## src/rtl/matrix_pkg.sv

```systemverilog
// matrix_pkg: shared symbol/state types, matrix geometry, glyph table and arbitration rule
package matrix_pkg;
  typedef enum logic [1:0] {ZERO = 2'd0, A = 2'd1, G = 2'd2} sym_t;
  typedef enum logic [1:0] {IDLE, BLANK, SHOW} scan_st_t;
  localparam int NUM_COLS = 5;
  localparam int NUM_ROWS = 7;
  localparam logic [NUM_ROWS-1:0] GLYPH [3][NUM_COLS] = '{
    '{7'h3E, 7'h51, 7'h49, 7'h45, 7'h3E},
    '{7'h7E, 7'h11, 7'h11, 7'h11, 7'h7E},
    '{7'h3E, 7'h41, 7'h49, 7'h49, 7'h7A}
  };
  // A tie hands the grant to whichever requester did not win last time
  function automatic sym_t arbitrate(logic req_a, logic req_g, sym_t last);
    return req_a && req_g ? (last == A ? G : A) : req_a ? A : req_g ? G : ZERO;
  endfunction
endpackage

```

## src/rtl/matrix_scan_ctrl_if.sv

```systemverilog
// matrix_scan_ctrl_if: enable/request inputs and column/row drive outputs of the scan controller
interface matrix_scan_ctrl_if;
  logic en;
  logic as;
  logic gt;
  logic [matrix_pkg::NUM_COLS-1:0] c;
  logic [matrix_pkg::NUM_ROWS-1:0] l;
  matrix_pkg::sym_t sym;
  logic frame_done;
  modport master(output en, as, gt, input c, l, sym, frame_done);
  modport slave(input en, as, gt, output c, l, sym, frame_done);
endinterface

```

## src/rtl/matrix_glyph_rom.sv

```systemverilog
// matrix_glyph_rom: combinational glyph lookup, dark for illegal symbol codes or columns
module matrix_glyph_rom
  import matrix_pkg::*;
(
  input  sym_t                sym,
  input  logic [2:0]          col,
  output logic [NUM_ROWS-1:0] rows
);
  always_comb rows = (sym inside {ZERO, A, G}) && col < 3'(NUM_COLS) ? GLYPH[sym][col] : '0;
endmodule

```

## src/rtl/matrix_scan_ctrl.sv

```systemverilog
// matrix_scan_ctrl: one-hot column scan with blanking gap and frame-synchronous round-robin symbol select
module matrix_scan_ctrl
  import matrix_pkg::*;
#(
  parameter int PRESCALE  = 4,
  parameter int BLANK_CYC = 1,
  parameter int CNT_W     = 8
) (
  input logic clk,
  input logic rst_n,
  matrix_scan_ctrl_if.slave bus
);
  localparam scan_st_t FIRST = BLANK_CYC == 0 ? SHOW : BLANK;
  localparam logic [CNT_W-1:0] SHOW_END = CNT_W'(PRESCALE - 1);
  localparam logic [CNT_W-1:0] BLANK_END = CNT_W'(BLANK_CYC > 0 ? BLANK_CYC - 1 : 0);
  localparam logic [2:0] LAST_COL = 3'(NUM_COLS - 1);
  scan_st_t state, state_n;
  logic [2:0] col, col_n;
  logic [CNT_W-1:0] cnt, cnt_n;
  sym_t sym, sym_n, last_grant, last_grant_n;
  logic start;
  logic [NUM_ROWS-1:0] rows;
  matrix_glyph_rom u_rom (.sym(sym_n), .col(col_n), .rows(rows));
  assign bus.sym = sym;
  always_comb begin
    state_n = state;
    col_n = col;
    cnt_n = cnt;
    sym_n = sym;
    last_grant_n = last_grant;
    start = 1'b0;
    if (!bus.en) begin
      state_n = IDLE;
      col_n = '0;
      cnt_n = '0;
    end else begin
      unique case (state)
        IDLE: start = 1'b1;
        BLANK: begin
          state_n = cnt == BLANK_END ? SHOW : BLANK;
          cnt_n = cnt == BLANK_END ? '0 : cnt + 1'b1;
        end
        SHOW:
          if (cnt != SHOW_END) cnt_n = cnt + 1'b1;
          else if (col == LAST_COL) start = 1'b1;
          else begin
            col_n = col + 1'b1;
            cnt_n = '0;
            state_n = FIRST;
          end
        default: state_n = IDLE;
      endcase
      if (start) begin
        state_n = FIRST;
        col_n = '0;
        cnt_n = '0;
        sym_n = arbitrate(bus.as, bus.gt, last_grant);
        last_grant_n = sym_n == ZERO ? last_grant : sym_n;
      end
    end
  end
  // Drive is derived from the next state so C, L and the state always move on the same edge
  always_ff @(posedge clk or negedge rst_n)
    if (!rst_n) begin
      state <= IDLE;
      col <= '0;
      cnt <= '0;
      sym <= ZERO;
      last_grant <= G;
      bus.c <= '0;
      bus.l <= '0;
      bus.frame_done <= 1'b0;
    end else begin
      state <= state_n;
      col <= col_n;
      cnt <= cnt_n;
      sym <= sym_n;
      last_grant <= last_grant_n;
      bus.c <= state_n == SHOW ? NUM_COLS'(1) << col_n : '0;
      bus.l <= state_n == SHOW ? rows : '0;
      bus.frame_done <= state_n == SHOW && col_n == LAST_COL && cnt_n == SHOW_END;
    end
endmodule

```

## src/flat_wrapper.sv

```systemverilog
// flat-port wrapper written by rule: the top's interface ports become plain ports
module matrix_scan_ctrl_flat import matrix_pkg::*;
#(
  parameter int PRESCALE  = 4,
  parameter int BLANK_CYC = 1,
  parameter int CNT_W     = 8
)
  (clk, rst_n, bus_en, bus_as, bus_gt, bus_c, bus_l, bus_sym, bus_frame_done);
  matrix_scan_ctrl_if bus_i ();
  input logic clk;
  input logic rst_n;
  input wire logic [$bits(bus_i.en)-1:0] bus_en;
  input wire logic [$bits(bus_i.as)-1:0] bus_as;
  input wire logic [$bits(bus_i.gt)-1:0] bus_gt;
  output wire logic [$bits(bus_i.c)-1:0] bus_c;
  output wire logic [$bits(bus_i.l)-1:0] bus_l;
  output wire logic [$bits(bus_i.sym)-1:0] bus_sym;
  output wire logic [$bits(bus_i.frame_done)-1:0] bus_frame_done;
  assign bus_i.en = bus_en;
  assign bus_i.as = bus_as;
  assign bus_i.gt = bus_gt;
  assign bus_c = bus_i.c;
  assign bus_l = bus_i.l;
  assign bus_sym = bus_i.sym;
  assign bus_frame_done = bus_i.frame_done;
  matrix_scan_ctrl #(.PRESCALE(PRESCALE), .BLANK_CYC(BLANK_CYC), .CNT_W(CNT_W)) u_core (.clk(clk), .rst_n(rst_n), .bus(bus_i));
endmodule
```

## config.mk

```make
export PLATFORM = sky130hd
export DESIGN_NAME = matrix_scan_ctrl_flat
export DESIGN_NICKNAME = d
export VERILOG_FILES = /design/src/rtl/matrix_pkg.sv /design/src/rtl/matrix_scan_ctrl_if.sv /design/src/rtl/matrix_glyph_rom.sv /design/src/rtl/matrix_scan_ctrl.sv /design/src/flat_wrapper.sv
export SDC_FILE = /design/constraint.sdc
export NUM_CORES = 1
export LEC_CHECK = 0
export ABC_AREA = 1
export BUFFER_PORTS_ARGS = -buffer_cell sky130_fd_sc_hd__buf_2
export CAP_MARGIN = 20
export CORE_UTILIZATION = 60
export CTS_CLUSTER_SIZE = 30
export DETAILED_ROUTE_END_ITERATION = 12
export GPL_TIMING_DRIVEN = 0
export PLACE_DENSITY = 0.81
export SETUP_SLACK_MARGIN = 0.1
export SLEW_MARGIN = 20
export SYNTH_ARGS = -nofsm -noshare
export SYNTH_HDL_FRONTEND = slang
export SYNTH_SLANG_ARGS = --single-unit
```

## constraint.sdc

```tcl
create_clock -name clk -period 4.1 [get_ports clk]
set_input_delay 0.615 -clock clk [delete_from_list [all_inputs] [get_ports clk]]
set_output_delay 0.615 -clock clk [all_outputs]
set_load 0.1 [all_outputs]
```

==> metrics.md <==
| Metric | Value |
|---|---|
| Status | completed |
| Clock power frac | 20.8% |
| Via density | 5.26 |
| Compound-Gate Fraction of Synth Area | 7.85% |
| Starting Density | 64.8% |
| Xor/xnor cell area share of the yosys netlist | 0.478% |
| Post-Syn Area | 1830 µm² |
| WL per Instance | 12.5 µm |
| Vias in the first global route | 1505 |
| Power Density | 588 nW/µm² |
| CTS sink cnt | 29 |
| Total global routing overflow | 0 |
| #FFs+latches synth | 29 |
| Die ar. | 3280 µm² |
| # DRC | 0 |
| CTS Buf Count | 5 |
| Psw | 0.583 mW |
| Sum Neg Setup Slack | 0 ns |
| Comb pwr share | 49.0% |
| Chip width | approximately 57 µm |
| Initial antenna violation count | 0 |
| Final net count | between 200 and 300 |
| First-pass GRT wire length | 6460 µm |
| Power consumption | 1.21 mW |
| Global placement routability congestion | 0.866 |
| Core Rows | 19 |
| Htree depth | 2 |
| Relative slew slack | 57.6% |
| CTS tree | built |
| Yosys Warn Count | 0 |
| Setup Buffers After CTS | 0 |
| Fin area | 2050 µm² |
| Post-Syn Nets | 250 |
| Hold Buf Count CTS | 0 |
| Final setup vio count | 0 |
| Post_cts resized | 0 |
| Largest net degree at the start of global routing | 30 |
| Pleak | 1.16 nW |
| Worst-Margin Slew | ~0.64 ns |
| Final cell count without fillers | between 200 and 300 |
| Post-synthesis sequential area ratio | 39.7% |
| Core ar. | around 2800 µm² |
| Dpl cells | 283 |
| Reg area | 727 µm² |
| CP Class | flip-flop to flip-flop |
| Simple-gate share of the synthesized area | 35.0% |
| DR pass1 iterations | 4 |
| Clock tree root buffer cell | clkbuf_4 |
| Max VDD drop | between 400 and 500 µV |
| Syn_area_per_cell | 7.87 µm² |
| Via count | 1531 |
| IO Pins | 20 |
| Multi-input gate area | approximately 940 µm² |
| CP required | between 4 and 5 ns |
| CP arrival | between 2 and 3 ns |
| Synth Instances | ~230 |
| Period minus WS final | 2.57 ns |
| Worst setup EP type | flip-flop |
| Final hold violation count | 0 |
| Worst-path maximum fanout | 5 |
| First-iteration detailed-routing DRC count | 76 |
| Setup ws final | 1.53 ns |
| Part of the power in registers | 30.2% |
| Synth Area in Adders | under 10% |
| Max-cap violations | 0 |
| Sw frac | between 40% and 50% |
| IO buf count | 19 |
| Routed WL | 3650 µm |
| Die H | 57.3 µm |
| Clock Skews | 0.00905 ns |
| Pre-CTS worst setup slack | 1.50 ns |
| Fraction of synthesized area in multiplexers | 0% |
| Worst-Skew Late Latency | 0.34 ns |
| Synth-to-Final Area Change | 11.9% |
| RSZ-0062 raised after global routing | false |
| CP startpoint kind | flip-flop |
| Fill cells | approximately 240 |
| Largest family of logic cells by synthesized area | simple AND/OR/NAND/NOR gates |
| Pint | just over 0.6 mW |
| Clock slew at reported path FFs | 0.10 ns |
| Fin. max-slew vios | 0 |
| Ys flop type | dfrtp_1 |
| Unique masters post-synth | 36 |
| Fmax | 388 MHz |
| Clock tree buffer depth | 2 |
| Number of synthesized flops with an enable pin | 0 |
| Fin crit share | 62.8% |
| Post-DP Area | 1970 µm² |
| Min-Delay Path Class | input port to async pin |
| Ys async rst share | 100% |
| Antenna diode count | 0 |
| Routed Antenna Nets | 0 |
| Hpwl dp | between 2000 and 3000 µm |
| Share of cells above drive strength 1 | 20.8% |
| Total Routing Usage GR | 26.2% |
## synthesized netlist by cell type (2+ instances only)
cell / instances / area share (%)
a21oi_1: 9 / 2.5
a21oi_2: 2 / 0.96
dfrtp_1: 28 / 38
ha_1: 12 / 8.2
inv_1: 35 / 7.2
inv_2: 2 / 0.41
nand2_1: 54 / 11
nand2_2: 4 / 1.4
nand2_4: 2 / 1.2
nand3_1: 19 / 5.2
nand3_4: 2 / 1.9
nand4_1: 2 / 0.68
nand4_2: 2 / 1.4
nor2_1: 23 / 4.7
nor2_2: 3 / 1.0
nor3_1: 5 / 1.4
o21ai_0: 9 / 2.5
or2_2: 2 / 0.68
## power by group through the flow
stage	Clock [mW]	Sequential, mW	Combinational [mW]
2_1_floorplan	0	0.508	0.334
3_3_place_gp	0	0.368	0.579
3_5_place_dp	0	0.370	0.590
4_1_cts	0.251	0.364	0.593
5_1_grt	0.266	0.370	0.656
6_report	0.251	0.364	0.591
## layer usage
layer  vias to the layer above  part of all wire [%]  routed length, µm  GRT usage [%]
met4                         0                   1.1                 40           8.01
met5                         -                     0                  0              0
met3                         6                   3.5                128           6.12
li1                        792                     -                  -              -
met2                        20                    52               1920           46.2
met1                       713                    43               1570           32.0
## cells by family (layout without fill, tap and decap cells)
group / Yosys count / after routing
AND/OR/NAND/NOR: 125 / 125
buffers and inverters: 41 / 68
flip-flops: 29 / 29
AO/OA/AOI/OAI: 25 / 25
adder cells (fa/ha/maj): 12 / 12
XOR/XNOR: 1 / 1
## final cells by class
type	instances	area share, %
plain buffers	3	0.793
flip-flops and latches	29	35.4
multi-input cells	163	46.0
repair buffers	19	4.63
clock inverters	1	1.46
clock buffers	7	2.68
well taps	31	1.89
inverters	38	7.07
## sequential cells by signal, summed over array words and instances (netlist names)
name,cells
u_core.bus.frame_done,1
u_core.bus.c,5
u_core.cnt,8
u_core.last_grant,2
u_core.state,2
u_core.col,3
u_core.bus.l,6
u_core.bus.sym,2
## cell usage in the layout, fill, tap and decap left out, types with 2 or more instances in the layout
master / synthesis / routed
nand2_2: 4 / 4
buf_2: 1 / 20
nor2_1: 23 / 23
nor3_1: 5 / 5
o21ai_0: 9 / 9
a21oi_2: 2 / 2
nand3_4: 2 / 2
dfrtp_1: 28 / 28
clkbuf_1: 1 / 2
nand4_1: 2 / 2
or2_2: 2 / 2
nor2_2: 3 / 3
nand4_2: 2 / 2
clkbuf_4: 0 / 5
a21oi_1: 9 / 9
inv_1: 35 / 35
ha_1: 12 / 12
nand2_1: 54 / 54
nand2_4: 2 / 2
inv_2: 2 / 2
nand3_1: 19 / 19
## critical path: stages, from the launching register on
cell and delay [ns]:
dfrtp_1 0.38, inv_1 0.07, ha_1 0.21, nand2_1 0.18
inv_1 0.10, nand3_4 0.11, nand2_1 0.07, nand2_1 0.14
inv_1 0.09, o21ai_0 0.37, ha_1 0.25, inv_1 0.08
nand2_2 0.08, nor2_2 0.04, o21ai_2 0.18, inv_1 0.06
nand2_1 0.05, inv_1 0.03
## final timing paths
kind                            slack [ns]            startpoint                    to  cells after the start
min in group clk                      0.53  u_core.last_grant[1]  u_core.last_grant[1]                      2
worst min register to register        0.53  u_core.last_grant[1]  u_core.last_grant[1]                      2
worst max-delay path                  1.53         u_core.col[0]       u_core.bus.l[3]                     17
max in group asynchronous             3.40                 rst_n         u_core.cnt[6]                      1
worst max register to register        1.53         u_core.col[0]       u_core.bus.l[3]                     17
worst min-delay path                  0.29                 rst_n         u_core.col[1]                      1
## through the flow
step                hold WS [ns]  utilization, %
floorplan                  0.319               -
global placement           0.494            69.5
detailed placement         0.519            69.5
CTS                        0.307            72.5
global route               0.340            72.5
finish                     0.290            72.5
No activity file was read; power rests on OpenSTA's default activity.
